--- src/rtl/tristate_bus_arbiter_pkg.sv ---
// Shared types and defaults for the tristate bus arbiter.
// Contents:
//   arb_state_t  - arbiter FSM state encoding (IDLE / GRANT / TURN)
//   DEF_*        - default parameter values used by the interface and the RTL
//   wrap_inc()   - modulo-n increment used to rotate the priority pointer
package tristate_bus_arb_pkg;

    typedef enum logic [1:0] {
        ARB_IDLE  = 2'd0,
        ARB_GRANT = 2'd1,
        ARB_TURN  = 2'd2
    } arb_state_t;

    localparam int DEF_NREQ     = 4;
    localparam int DEF_MAX_HOLD = 8;
    localparam int DEF_TURN_CYC = 1;

    // Next index after v, wrapping back to 0 at n.
    function automatic int wrap_inc(input int v, input int n);
        int r;
        r = v + 32'sd1;
        return (r >= n) ? 32'sd0 : r;
    endfunction

endpackage

--- src/rtl/tristate_bus_arbiter_if.sv ---
// Bus-arbitration interface between the requesters and the arbiter.
// Signals:
//   req   - one request bit per requester (level, held until done)
//   gnt   - one-hot or zero grant vector
//   oe    - tristate CTRL enables, identical to gnt
//   busy  - bus granted or turnaround in progress
//   owner - index of the current or most recent owner
// Modports: master = arbiter side, slave = requester side.
interface tristate_bus_arbiter_if
    import tristate_bus_arb_pkg::*;
#(
    parameter int NREQ = DEF_NREQ
);
    localparam int IW = $clog2(NREQ);

    logic [NREQ-1:0] req;
    logic [NREQ-1:0] gnt;
    logic [NREQ-1:0] oe;
    logic            busy;
    logic [IW-1:0]   owner;

    modport master (input req, output gnt, output oe, output busy, output owner);
    modport slave  (output req, input gnt, input oe, input busy, input owner);
endinterface

--- src/rtl/tristate_bus_arbiter_rr_picker.sv ---
// Combinational round-robin winner search.
// Ports:
//   req_i   - request vector
//   ptr_i   - index checked first; the scan wraps modulo NREQ
//   valid_o - at least one request is set
//   win_o   - index of the first set request at or after ptr_i
module rr_picker
    import tristate_bus_arb_pkg::*;
#(
    parameter  int NREQ = DEF_NREQ,
    localparam int IW   = $clog2(NREQ)
) (
    input  logic [NREQ-1:0] req_i,
    input  logic [IW-1:0]   ptr_i,
    output logic            valid_o,
    output logic [IW-1:0]   win_o
);

    int   idx_s;
    logic hit_s;

    // Scan from the farthest offset down to offset 0 so the closest hit to ptr_i is written last.
    always_comb begin
        valid_o = 1'b0;
        win_o   = {IW{1'b0}};
        idx_s   = 32'sd0;
        hit_s   = 1'b0;
        for (int k = NREQ - 1; k >= 0; k--) begin
            idx_s   = (int'(ptr_i) + k) % NREQ;
            hit_s   = req_i[IW'(idx_s)];
            valid_o = valid_o | hit_s;
            win_o   = hit_s ? IW'(idx_s) : win_o;
        end
    end

endmodule

--- src/rtl/tristate_bus_arbiter.sv ---
// Round-robin arbiter for a shared tristate data bus.
// Issues one-hot grants, drives each requester's tristate enable (oe == gnt)
// and inserts TURN_CYC all-off cycles between owners so drivers never overlap.
// Ports:
//   clk   - system clock, rising edge
//   rst_n - asynchronous active-low reset
//   bus   - tristate_bus_arbiter_if.master (req in; gnt, oe, busy, owner out)
// Parameters: NREQ requesters (2..8), MAX_HOLD cycles an owner may keep the
// bus while someone else waits (>=1), TURN_CYC turnaround cycles (1..4).
module tristate_bus_arbiter
    import tristate_bus_arb_pkg::*;
#(
    parameter int NREQ     = DEF_NREQ,
    parameter int MAX_HOLD = DEF_MAX_HOLD,
    parameter int TURN_CYC = DEF_TURN_CYC
) (
    input  logic                   clk,
    input  logic                   rst_n,
    tristate_bus_arbiter_if.master bus
);

    localparam int IW = $clog2(NREQ);
    localparam int HW = $clog2(MAX_HOLD + 1);
    localparam int TW = $clog2(TURN_CYC + 1);

    arb_state_t      state_q, state_d;
    logic [IW-1:0]   ptr_q,   ptr_d;
    logic [HW-1:0]   hold_q,  hold_d;
    logic [TW-1:0]   turn_q,  turn_d;
    logic [NREQ-1:0] gnt_q,   gnt_d;
    logic            busy_q,  busy_d;
    logic [IW-1:0]   owner_q, owner_d;

    logic            pick_valid_s;
    logic [IW-1:0]   pick_win_s;
    logic            owner_req_s;
    logic            others_req_s;
    logic            hold_limit_s;
    logic            turn_last_s;
    logic [NREQ-1:0] win_onehot_s;

    // One picker serves both the IDLE and the last-TURN-cycle decisions; ptr_q
    // is already rotated by the time the TURN decision is made.
    rr_picker #(.NREQ(NREQ)) u_picker (
        .req_i   (bus.req),
        .ptr_i   (ptr_q),
        .valid_o (pick_valid_s),
        .win_o   (pick_win_s)
    );

    // In GRANT, gnt_q is the owner's one-hot mask, so it splits req into owner/others.
    assign owner_req_s  = |(bus.req & gnt_q);
    assign others_req_s = |(bus.req & ~gnt_q);
    // ">=" rather than "==" so a saturated hold still yields to a newcomer.
    assign hold_limit_s = (hold_q >= HW'(MAX_HOLD - 1));
    assign turn_last_s  = (turn_q == TW'(TURN_CYC - 1));
    assign win_onehot_s = {{(NREQ-1){1'b0}}, 1'b1} << pick_win_s;

    // Next-state and registered-output decode for the IDLE/GRANT/TURN FSM.
    always_comb begin
        state_d = state_q;
        ptr_d   = ptr_q;
        hold_d  = hold_q;
        turn_d  = turn_q;
        gnt_d   = gnt_q;
        busy_d  = busy_q;
        owner_d = owner_q;
        case (state_q)
            ARB_IDLE: begin
                if (pick_valid_s) begin
                    state_d = ARB_GRANT;
                    gnt_d   = win_onehot_s;
                    owner_d = pick_win_s;
                    busy_d  = 1'b1;
                    hold_d  = {HW{1'b0}};
                end else begin
                    gnt_d  = {NREQ{1'b0}};
                    busy_d = 1'b0;
                end
            end
            ARB_GRANT: begin
                // A REQ drop coinciding with a forced release takes the same path.
                if (!owner_req_s || (hold_limit_s && others_req_s)) begin
                    state_d = ARB_TURN;
                    gnt_d   = {NREQ{1'b0}};
                    busy_d  = 1'b1;
                    turn_d  = {TW{1'b0}};
                    ptr_d   = IW'(wrap_inc(int'(owner_q), NREQ));
                end else begin
                    hold_d = (hold_q == HW'(MAX_HOLD)) ? hold_q : hold_q + HW'(1);
                end
            end
            ARB_TURN: begin
                if (turn_last_s) begin
                    if (pick_valid_s) begin
                        state_d = ARB_GRANT;
                        gnt_d   = win_onehot_s;
                        owner_d = pick_win_s;
                        busy_d  = 1'b1;
                        hold_d  = {HW{1'b0}};
                    end else begin
                        state_d = ARB_IDLE;
                        gnt_d   = {NREQ{1'b0}};
                        busy_d  = 1'b0;
                    end
                end else begin
                    turn_d = turn_q + TW'(1);
                end
            end
            default: begin
                state_d = ARB_IDLE;
                gnt_d   = {NREQ{1'b0}};
                busy_d  = 1'b0;
                hold_d  = {HW{1'b0}};
                turn_d  = {TW{1'b0}};
            end
        endcase
    end

    // State and output registers; reset clears grants immediately.
    always_ff @(posedge clk or negedge rst_n) begin
        if (!rst_n) begin
            state_q <= ARB_IDLE;
            ptr_q   <= {IW{1'b0}};
            hold_q  <= {HW{1'b0}};
            turn_q  <= {TW{1'b0}};
            gnt_q   <= {NREQ{1'b0}};
            busy_q  <= 1'b0;
            owner_q <= {IW{1'b0}};
        end else begin
            state_q <= state_d;
            ptr_q   <= ptr_d;
            hold_q  <= hold_d;
            turn_q  <= turn_d;
            gnt_q   <= gnt_d;
            busy_q  <= busy_d;
            owner_q <= owner_d;
        end
    end

    // OE is the grant register itself, so the two can never disagree.
    assign bus.gnt   = gnt_q;
    assign bus.oe    = gnt_q;
    assign bus.busy  = busy_q;
    assign bus.owner = owner_q;

endmodule

--- src/flat_wrapper.sv ---
// flat-port wrapper written by rule: the top's interface ports become plain ports
module tristate_bus_arbiter_flat import tristate_bus_arb_pkg::*;
#(
    parameter int NREQ     = DEF_NREQ,
    parameter int MAX_HOLD = DEF_MAX_HOLD,
    parameter int TURN_CYC = DEF_TURN_CYC
)
  (clk, rst_n, bus_req, bus_gnt, bus_oe, bus_busy, bus_owner);
  tristate_bus_arbiter_if #(.NREQ(NREQ)) bus_i ();
  input  logic clk;
  input  logic rst_n;
  input wire logic [$bits(bus_i.req)-1:0] bus_req;
  output wire logic [$bits(bus_i.gnt)-1:0] bus_gnt;
  output wire logic [$bits(bus_i.oe)-1:0] bus_oe;
  output wire logic [$bits(bus_i.busy)-1:0] bus_busy;
  output wire logic [$bits(bus_i.owner)-1:0] bus_owner;
  assign bus_i.req = bus_req;
  assign bus_gnt = bus_i.gnt;
  assign bus_oe = bus_i.oe;
  assign bus_busy = bus_i.busy;
  assign bus_owner = bus_i.owner;
  tristate_bus_arbiter #(.NREQ(NREQ), .MAX_HOLD(MAX_HOLD), .TURN_CYC(TURN_CYC)) u_core (.clk(clk), .rst_n(rst_n), .bus(bus_i));
endmodule
--- config.mk ---
export PLATFORM = sky130hd
export DESIGN_NAME = tristate_bus_arbiter_flat
export DESIGN_NICKNAME = d
export VERILOG_FILES = /design/src/rtl/tristate_bus_arbiter_pkg.sv /design/src/rtl/tristate_bus_arbiter_if.sv /design/src/rtl/tristate_bus_arbiter_rr_picker.sv /design/src/rtl/tristate_bus_arbiter.sv /design/src/flat_wrapper.sv
export SDC_FILE = /design/constraint.sdc
export NUM_CORES = 1
export LEC_CHECK = 0
export BUFFER_PORTS_ARGS = -buffer_cell sky130_fd_sc_hd__buf_2
export CELL_PAD_IN_SITES_DETAIL_PLACEMENT = 0
export CELL_PAD_IN_SITES_GLOBAL_PLACEMENT = 2
export CORE_UTILIZATION = 36
export DETAILED_ROUTE_END_ITERATION = 10
export PLACE_DENSITY = 0.81
export SKIP_LAST_GASP = 1
export SYNTH_ARGS = -nofsm -noshare
export SYNTH_HDL_FRONTEND = slang
export SYNTH_SLANG_ARGS = --single-unit
--- constraint.sdc ---
create_clock -name clk -period 3.8 [get_ports clk]
set_clock_uncertainty 0.1 [all_clocks]
set_input_delay 0.76 -clock clk [delete_from_list [all_inputs] [get_ports clk]]
set_output_delay 0.76 -clock clk [all_outputs]
set_load 0.05 [all_outputs]
==> results_dict.tcl, run 1 <==
set metrics [dict create \
    outcome "completed" \
    critPathLaunchType "input pin" \
    fin_crit_ps 2020 \
    wl_met1_um 1020 \
    synth_area_leaders "dfrtp_1 40%, buf_4 4.0%, ha_1 4.0%, nor2b_4 2.9%, o41ai_4 2.9%" \
    power.density_nw_per_um2 835 \
    fin_area_um2 1040 \
    synth_cells 91 \
    synth_top_area_cell "dfrtp_1" \
    drive_gt1_share_pct 26.4 \
    synth_top_area_share_pct 40.2 \
    cp-startpoint "bus_req[1]" \
    syn_nets 100 \
    grt.total_usage_pct 16.8 \
    endpoint "u_core.hold_q[3]" \
    irDropWorstVdd_v 0.000488 \
    antenna_found_initial 0 \
    clk_pin_slew_ps 100 \
    wire_per_inst_um 14.6 \
    ys_types 40 \
    drt_iter0_drc 20 \
    vias 749 \
    critical_path_buf_inv_count 1 \
    io_pins 17 \
    clkSinkCount 15 \
    grt_max_degree 16 \
    p_leak_nw 0.494 \
    grt_pass1_wl_um 3320 \
    die_w_um 53.0 \
    cts_root_buf "clkbuf_4" \
    rsz0062_at_grt "false" \
    reg2reg_depth 4 \
    die_h_um 53.0 \
    critical-path-top-delay-family "compound AO/OA/AOI/OAI gates" \
    rrSetupSlack_ps 1930 \
    reg2reg_to "u_core.hold_q[3]" \
    ctsResizeCount 0 \
    finalSetupTns_ps 0 \
    async_flop_share_pct 100 \
    cp_slowest_cell "o41ai_4" \
    tightest_slew_ps 550 \
    hold_ws_ps 247 \
    crit_cells 5 \
    min_path_type "in -> async" \
    overflow 0 \
    setup_viol 0 \
    crit_path_end_kind "flop" \
    cts_max_level 1 \
    route.met3.wl_um 103 \
    place_area_um2 1010 \
    period_share_pct 53.3 \
    synth-edff-count 0 \
    cp_data_required_time_ps 3880 \
    dp_hpwl_um 1490 \
    report.final.slew_viol_count 0 \
    hold_viol_final 0 \
    cp_max_fo 8 \
    fp.coreArea_um2 2450 \
    syn_area_um2 935 \
    dieArea_um2 2800 \
    post_cts_buffers 0 \
    worstSkewPairLatency_ps 300 \
    drt-pass1-iter-count 4 \
    avgSynthCellArea_um2 10.3 \
    antenna_left 0 \
    numCtsBuffers 3 \
    drc 0 \
    cp.arrival_ps 2110 \
    cts_tree "built" \
    crit_chain "buf_2 -> nor2b_4 -> o41ai_4 -> a311oi_1 -> or3_1" \
    critical_path_class "in -> reg" \
    gp_congestion 0.740 \
    totalWireLength_um 1990 \
    yosys_warnings 0 \
    timing.fmax_mhz 494 \
    area_growth_pct 11.4 \
    wl_met2_um 828 \
    synth-seq-cells 15 \
    crit_path_max_incr_delay_ps 550 \
    clock_path_buffers 2 \
    total_power_uw 869 \
    initial_utilization_pct 38.1 \
    via_per_inst 5.51 \
    fill_cells 243 \
    ys.flop_type "dfrtp_1" \
    fin_util_pct 42.4 \
    fp-row-count 18 \
    grt_pass1_vias 704 \
    hold_buffers 0 \
    top_layer "met4" \
    io_buffers 16 \
    reg2reg_from "u_core.bus.gnt[0]" \
    fin_nets 116 \
    cap_violations 0 \
    yosysSeqAreaShare_pct 40.2 \
    n_antenna_cell 0 \
    max_slew_margin_pct 63.0 \
]
==> per-stage QoR <==
stage / setup WS (ps) / std cells
detailed placement: 1470 / 132
global placement: 1500 / 132
CTS: 1790 / 136
floorplan: 1710 / 91
finish: 1780 / 136
global route: 1680 / 136
==> logic make-up (layout without fill, tap and decap cells) <==
logic type / count (synthesis) / count (layout) / synth area share [%]
simple gates: 36 / 36 / 24.2
compound gates: 24 / 24 / 22.1
flops: 15 / 15 / 40.2
buf+inv: 10 / 25 / 6.02
mux: 3 / 3 / 3.48
fa+ha+maj: 3 / 3 / 4.02
==> worst min path at each step <==
stage,endpoint,cells past startpoint
5_1_grt,u_core.ptr_q[0],1
3_5_place_dp,u_core.bus.owner[1],1
6_report,u_core.bus.gnt[3],1
2_1_floorplan,u_core.bus.busy,0
4_1_cts,u_core.ptr_q[0],1
3_3_place_gp,u_core.bus.owner[1],1
==> layer usage <==
metal	vias up	track usage, %
met2	28	22.6
met4	0	7.89
met1	352	25.0
met3	4	3.74
li1	365	-
met5	-	0
==> flip-flops by register name, summed over array words and instances, names as in the netlist <==
register,cells
u_core.bus.owner,2
u_core.state_q,2
u_core.ptr_q,2
u_core.bus.gnt,4
u_core.hold_q,4
u_core.bus.busy,1
==> synthesized netlist by cell type, types with 2 or more instances <==
library cell  instances
nor2_1                4
mux2_1                2
nand4_1               2
a21o_1                3
or3_1                 2
nand2_1               5
a22o_1                2
a22oi_1               2
nand2b_1              2
nor2b_1               2
o2bb2ai_1             2
ha_1                  3
and3_1                2
o21ai_0               3
nor4_1                2
nor3_1                4
nor2b_4               2
buf_4                 5
dfrtp_1              15
or2_2                 2
inv_1                 5
o211ai_1              2
==> report_power, final <==
part | total (mW) | switching (mW) | internal, mW | leakage, nW
Combinational | 0.486 | 0.332 | 0.154 | 0.287
Sequential | 0.286 | 0.0658 | 0.220 | 0.192
Clock | 0.0974 | 0.0564 | 0.0410 | 0.0150
==> cells in the final DEF, fill, tap and decap left out, types with 3 or more instances in the layout <==
master / Yosys / layout
buf_2: 0 / 16
dfrtp_1: 15 / 15
inv_1: 5 / 5
nand2_1: 5 / 5
nor3_1: 4 / 4
nor2_1: 4 / 4
o21ai_0: 3 / 3
a21o_1: 3 / 3
ha_1: 3 / 3
clkbuf_4: 0 / 3
==> final cells by class <==
cell class / count / area [um2] / share of cell area (%)
multi-input cells: 66 / 503 / 48.3
flip-flops and latches: 15 / 375 / 36.1
repair buffers: 16 / 80.1 / 7.69
well taps: 30 / 37.5 / 3.61
clock buffers: 4 / 26.3 / 2.52
inverters: 5 / 18.8 / 1.80
Note: power is estimated with default switching activity, not from simulation.
==> run 2: changes to the inputs <==
CORE_UTILIZATION = 34   (was 36)
PLACE_DENSITY = 0.77   (was 0.81)
clock period = 2.02 ns   (was 3.8 ns; I/O delays follow)
==> run 2 against run 1 <==
Setup slack got worse by 1600 ps. Routed wire length is 0.85% lower. Sequential share of layout area fell by 0.89 points. Final area rose by 2.9%.
==> results_dict.tcl, run 2 (synthesis results as in run 1) <==
set metrics [dict create \
    dieArea_um2 2960 \
    drive_gt1_share_pct 29.4 \
    antenna_found_initial 0 \
    cp_data_required_time_ps 2150 \
    rsz0062_at_grt "false" \
    place_area_um2 1030 \
    clk_pin_slew_ps 110 \
    post_cts_buffers 0 \
    timing.fmax_mhz 555 \
    fin_area_um2 1070 \
    grt_pass1_wl_um 3390 \
    antenna_left 0 \
    irDropWorstVdd_v 0.00107 \
    cts_root_buf "clkbuf_4" \
    grt.total_usage_pct 16.7 \
    final_cell_mix "16 x buf_2, 14 x dfrtp_1, 5 x inv_1, 5 x nand2_1" \
    drc 0 \
    critical_path_class "reg -> reg" \
    clockPowerShare_pct 11.1 \
    io_buffers 16 \
    crit_path_end_kind "flop" \
    seqPwrFrac_pct 32.7 \
    dp_hpwl_um 1520 \
    clkSinkCount 15 \
    io_pins 17 \
    min_from "u_core.bus.owner[1]" \
    fp.coreArea_um2 2540 \
    period_share_pct 89.2 \
    setup_viol 0 \
    cts_max_level 1 \
    fill_cells 259 \
    vias 759 \
    power.density_nw_per_um2 1530 \
    final_common_cell "buf_2" \
    grt_pass1_vias 733 \
    numCtsBuffers 3 \
    clock_path_buffers 2 \
    drt-pass1-iter-count 4 \
    worstSkewPairLatency_ps 290 \
    cap_violations 0 \
    via_per_inst 5.46 \
    grt_max_degree 16 \
    hold_ws_ps 425 \
    drt_iter0_drc 22 \
    gp_congestion 0.825 \
    n_antenna_cell 0 \
    p_leak_nw 0.505 \
    overflow 0 \
    multi_input_area_um2 503 \
    totalWireLength_um 1980 \
    cp.arrival_ps 1940 \
    total_power_mw 1.64 \
    outcome "completed" \
    swShare_pct 52.3 \
    max_slew_margin_pct 69.4 \
    fin_crit_ps 1800 \
    hold_viol_final 0 \
    fin_nets 119 \
    ff_latch_area_um2 377 \
    fp-row-count 18 \
    cp-startpoint "u_core.bus.gnt[0]" \
    die_w_um 54.4 \
    critPathLaunchType "flop" \
    min_path_type "reg -> reg" \
    finalSetupTns_ps 0 \
    wire_per_inst_um 14.2 \
    cp_max_fo 7 \
    intPower_uw 780 \
    initial_utilization_pct 36.7 \
    tightest_slew_ps 458 \
    report.final.slew_viol_count 0 \
    cts_tree "built" \
    netSwitchingPower_uw 856 \
    comb_power_share_pct 56.2 \
    reg2reg_from "u_core.bus.gnt[0]" \
    area_growth_pct 14.6 \
    die_h_um 54.4 \
]
-- run 2: changes by cell type in the layout (fill, tap and decap cells not counted), sizes merged --
cell	previous run	this run
dlygate4sd3	0	1
clkbuf	4	3
buf	16	18
clkinvlp	0	1
-- run 2: layout make-up --
type                    instances  area share (%)
multi-input cells              66            47.0
flip-flops and latches         15            35.2
repair buffers                 19            9.81
well taps                      30            3.50
clock buffers                   3            2.10
inverters                       5            1.75
clock inverters                 1           0.701
-- run 2: path summary, 6_finish.rpt --
check	slack, ps	depth (start not counted)	endpoint
worst min register to register	420	1	u_core.bus.owner[1]
worst min-delay path	420	1	u_core.bus.owner[1]
worst max-delay path	220	4	u_core.hold_q[1]
max in group asynchronous	1090	2	u_core.bus.gnt[0]
min in group asynchronous	450	2	u_core.bus.gnt[3]
worst max register to register	220	4	u_core.hold_q[1]
-- run 2: critical path: stages, from the launching register on --
cell,delay [ps]
dfrtp_2,400
and2b_4,200
o41ai_4,460
and3_1,380
a32o_1,210
-- run 2: stage by stage --
stage          util (%)  setup slack (ps)  cells
3_3_place_gp       40.5               118    134
5_1_grt            42.1              88.6    139
3_5_place_dp       40.5              87.3    134
4_1_cts            42.1               206    139
2_1_floorplan         -              32.4     91
6_report           42.1               219    139
-- run 2: metal layers --
layer	share of wire, %	track usage (%)
met2	44	26.0
met4	0.81	7.69
met1	50	22.1
met3	4.6	3.33
met5	0	0
-- run 2: timing repair --
item | CTS | global route
hold buffers | 1 | 0
gates resized for setup | 0 | 0
endpoints found under the hold margin | 15 | 0
-- run 2: power groups by stage --
| stage | logic, mW | clock network [mW] | registers [mW] |
|---|---|---|---|
| finish | 0.920 | 0.181 | 0.536 |
| global route | 0.999 | 0.215 | 0.564 |
| CTS | 0.926 | 0.196 | 0.538 |
| detailed placement | 0.917 | 0 | 0.545 |
| global placement | 0.923 | 0 | 0.540 |
| floorplan | 0.571 | 0 | 0.722 |
==> run 3: changes to the inputs <==
CORE_UTILIZATION = 30   (was 34)
PLACE_DENSITY = 0.72   (was 0.77)
clock period = 1.55 ns   (was 2.02 ns; I/O delays follow)
==> run 3 against run 2 <==
The flow now finishes with violations (DRC, setup timing). Final area is 22% higher. Clock-buffer cell count unchanged. Register-to-register slack worse by 430 ps. Power up 57%. Hold slack worse by 79 ps. Global-route usage decreased by 0.91 points. Critical path type unchanged.
==> results_dict.tcl, run 3 (synthesis results as in run 1) <==
set metrics [dict create \
    outcome "finished, violations left" \
    violations "DRC, setup timing" \
    hold_viol_final 0 \
    cts_max_level 1 \
    tightest_slew_ps 480 \
    vias 855 \
    grt_max_degree 16 \
    seqPwrFrac_pct 27.1 \
    fin_util_pct 45.9 \
    area_growth_pct 40.2 \
    fp.coreArea_um2 2850 \
    antenna_left 0 \
    grt_pass1_wl_um 4050 \
    dp_hpwl_um 1880 \
    gp_congestion 0.819 \
    reg2reg_depth 4 \
    reg2reg_to "u_core.hold_q[3]" \
    final_cell_mix "28 x buf_4, 14 x buf_2, 11 x dfrtp_1" \
    die_h_um 57.8 \
    place_area_um2 1200 \
    hold_ws_ps 346 \
    clock_path_buffers 2 \
    fin_nets 143 \
    drive_gt1_share_pct 51.9 \
    critical_path_class "reg -> reg" \
    clk_pin_slew_ps 110 \
    fp-row-count 19 \
    power.density_nw_per_um2 1960 \
    fill_cells 280 \
    drt_iter0_drc 20 \
    crit_path_end_kind "flop" \
    intPower_mw 1.32 \
    initial_utilization_pct 32.8 \
    total_power_mw 2.56 \
    cap_violations 0 \
    dieArea_um2 3340 \
    grtUsageMet3_pct 2.01 \
    netSwitchingPower_mw 1.25 \
    clkSinkCount 15 \
    met1_usage_pct 22.0 \
    grt_pass1_vias 859 \
    io_pins 17 \
    place_ws_ps -297 \
    met2_usage_pct 25.6 \
    cts_tree "built" \
    wire_per_inst_um 14.9 \
    fin_area_um2 1310 \
    period_share_pct 113 \
    comb_power_share_pct 63.4 \
    fin_crit_ps 1760 \
    critPathLaunchType "flop" \
    n_antenna_cell 0 \
    cp_max_fo 6 \
    via_per_inst 5.21 \
    timing.fmax_mhz 569 \
    p_leak_nw 0.622 \
    report.final.slew_viol_count 0 \
    totalWireLength_um 2450 \
    irDropWorstVdd_v 0.000896 \
    drc 3 \
    antenna_found_initial 0 \
    rsz0062_at_grt "true" \
    min_path_type "in -> async" \
    drt-pass1-iter-count 7 \
    numCtsBuffers 3 \
    max_slew_margin_pct 67.9 \
    die_w_um 57.8 \
    rrSetupSlack_ps -210 \
    fin_ws_ps -208 \
    io_buffers 16 \
    cp-startpoint "u_core.bus.gnt[0]" \
    cp.arrival_ps 1830 \
    clockPowerShare_pct 9.5 \
    swShare_pct 48.6 \
    grt.busiest_layer "met2" \
    worstSkewPairLatency_ps 290 \
    cts_root_buf "clkbuf_4" \
    setup_viol 13 \
    cp_data_required_time_ps 1620 \
    reg2reg_from "u_core.bus.gnt[0]" \
    overflow 0 \
    final_common_cell "buf_4" \
    grt.total_usage_pct 15.8 \
]
==> run 3: metrics by stage <==
step | setup TNS, ps | instances
floorplan | -3320 | 91
global placement | -2730 | 156
detailed placement | -3150 | 156
CTS | -2010 | 162
global route | -3190 | 164
finish | -2050 | 164
==> run 3: how the worst max path moves through the flow <==
stage / to / slack [ps] / cells after the start
2_1_floorplan: u_core.hold_q[3] / -340 / 4
3_3_place_gp: u_core.hold_q[1] / -250 / 5
3_5_place_dp: u_core.hold_q[1] / -300 / 5
4_1_cts: u_core.hold_q[3] / -210 / 4
5_1_grt: u_core.hold_q[3] / -300 / 4
6_report: u_core.hold_q[3] / -210 / 4
==> run 3: power groups by stage <==
| stage | logic, mW | clock network (mW) | registers, mW |
|---|---|---|---|
| after detailed placement | 1.50 | 0 | 0.693 |
| final | 1.63 | 0.243 | 0.696 |
| after CTS | 1.55 | 0.253 | 0.686 |
| after global placement | 1.49 | 0 | 0.687 |
| after global routing | 1.75 | 0.267 | 0.716 |
| after floorplan | 0.761 | 0 | 0.949 |
==> run 3: worst max-delay path, stage by stage (launching register included) <==
cell and delay, ps:
dfrtp_2 380, and2b_4 200, o41ai_4 480, a311oi_1 160
or3_1 320
==> run 3: final cells by class <==
| cell class | instances | area, um2 | area share, % |
|---|---|---|---|
| Tap cell | 31 | 38.8 | 2.96 |
| Inverter | 5 | 18.8 | 1.43 |
| Timing Repair Buffer | 43 | 290 | 22.2 |
| Clock buffer | 3 | 22.5 | 1.72 |
| Clock inverter | 1 | 7.51 | 0.573 |
| Sequential cell | 15 | 380 | 29.0 |
| Multi-Input combinational cell | 66 | 552 | 42.1 |
==> run 3: routing by layer <==
layer,vias to the layer above,routed length (um)
met2,14,1140
met1,413,1230
met3,4,54
li1,424,-
met5,-,0
met4,0,30
==> run 3: what timing repair did <==
item / 4_1_cts / 5_1_grt
cloned: 0 / 0
hold buffers: 1 / 0
setup endpoints to repair: 13 / 16
endpoints found under the hold margin: 15 / 0
buffers inserted: 1 / 2
resized for setup: 6 / 9
pin swaps: 3 / 0
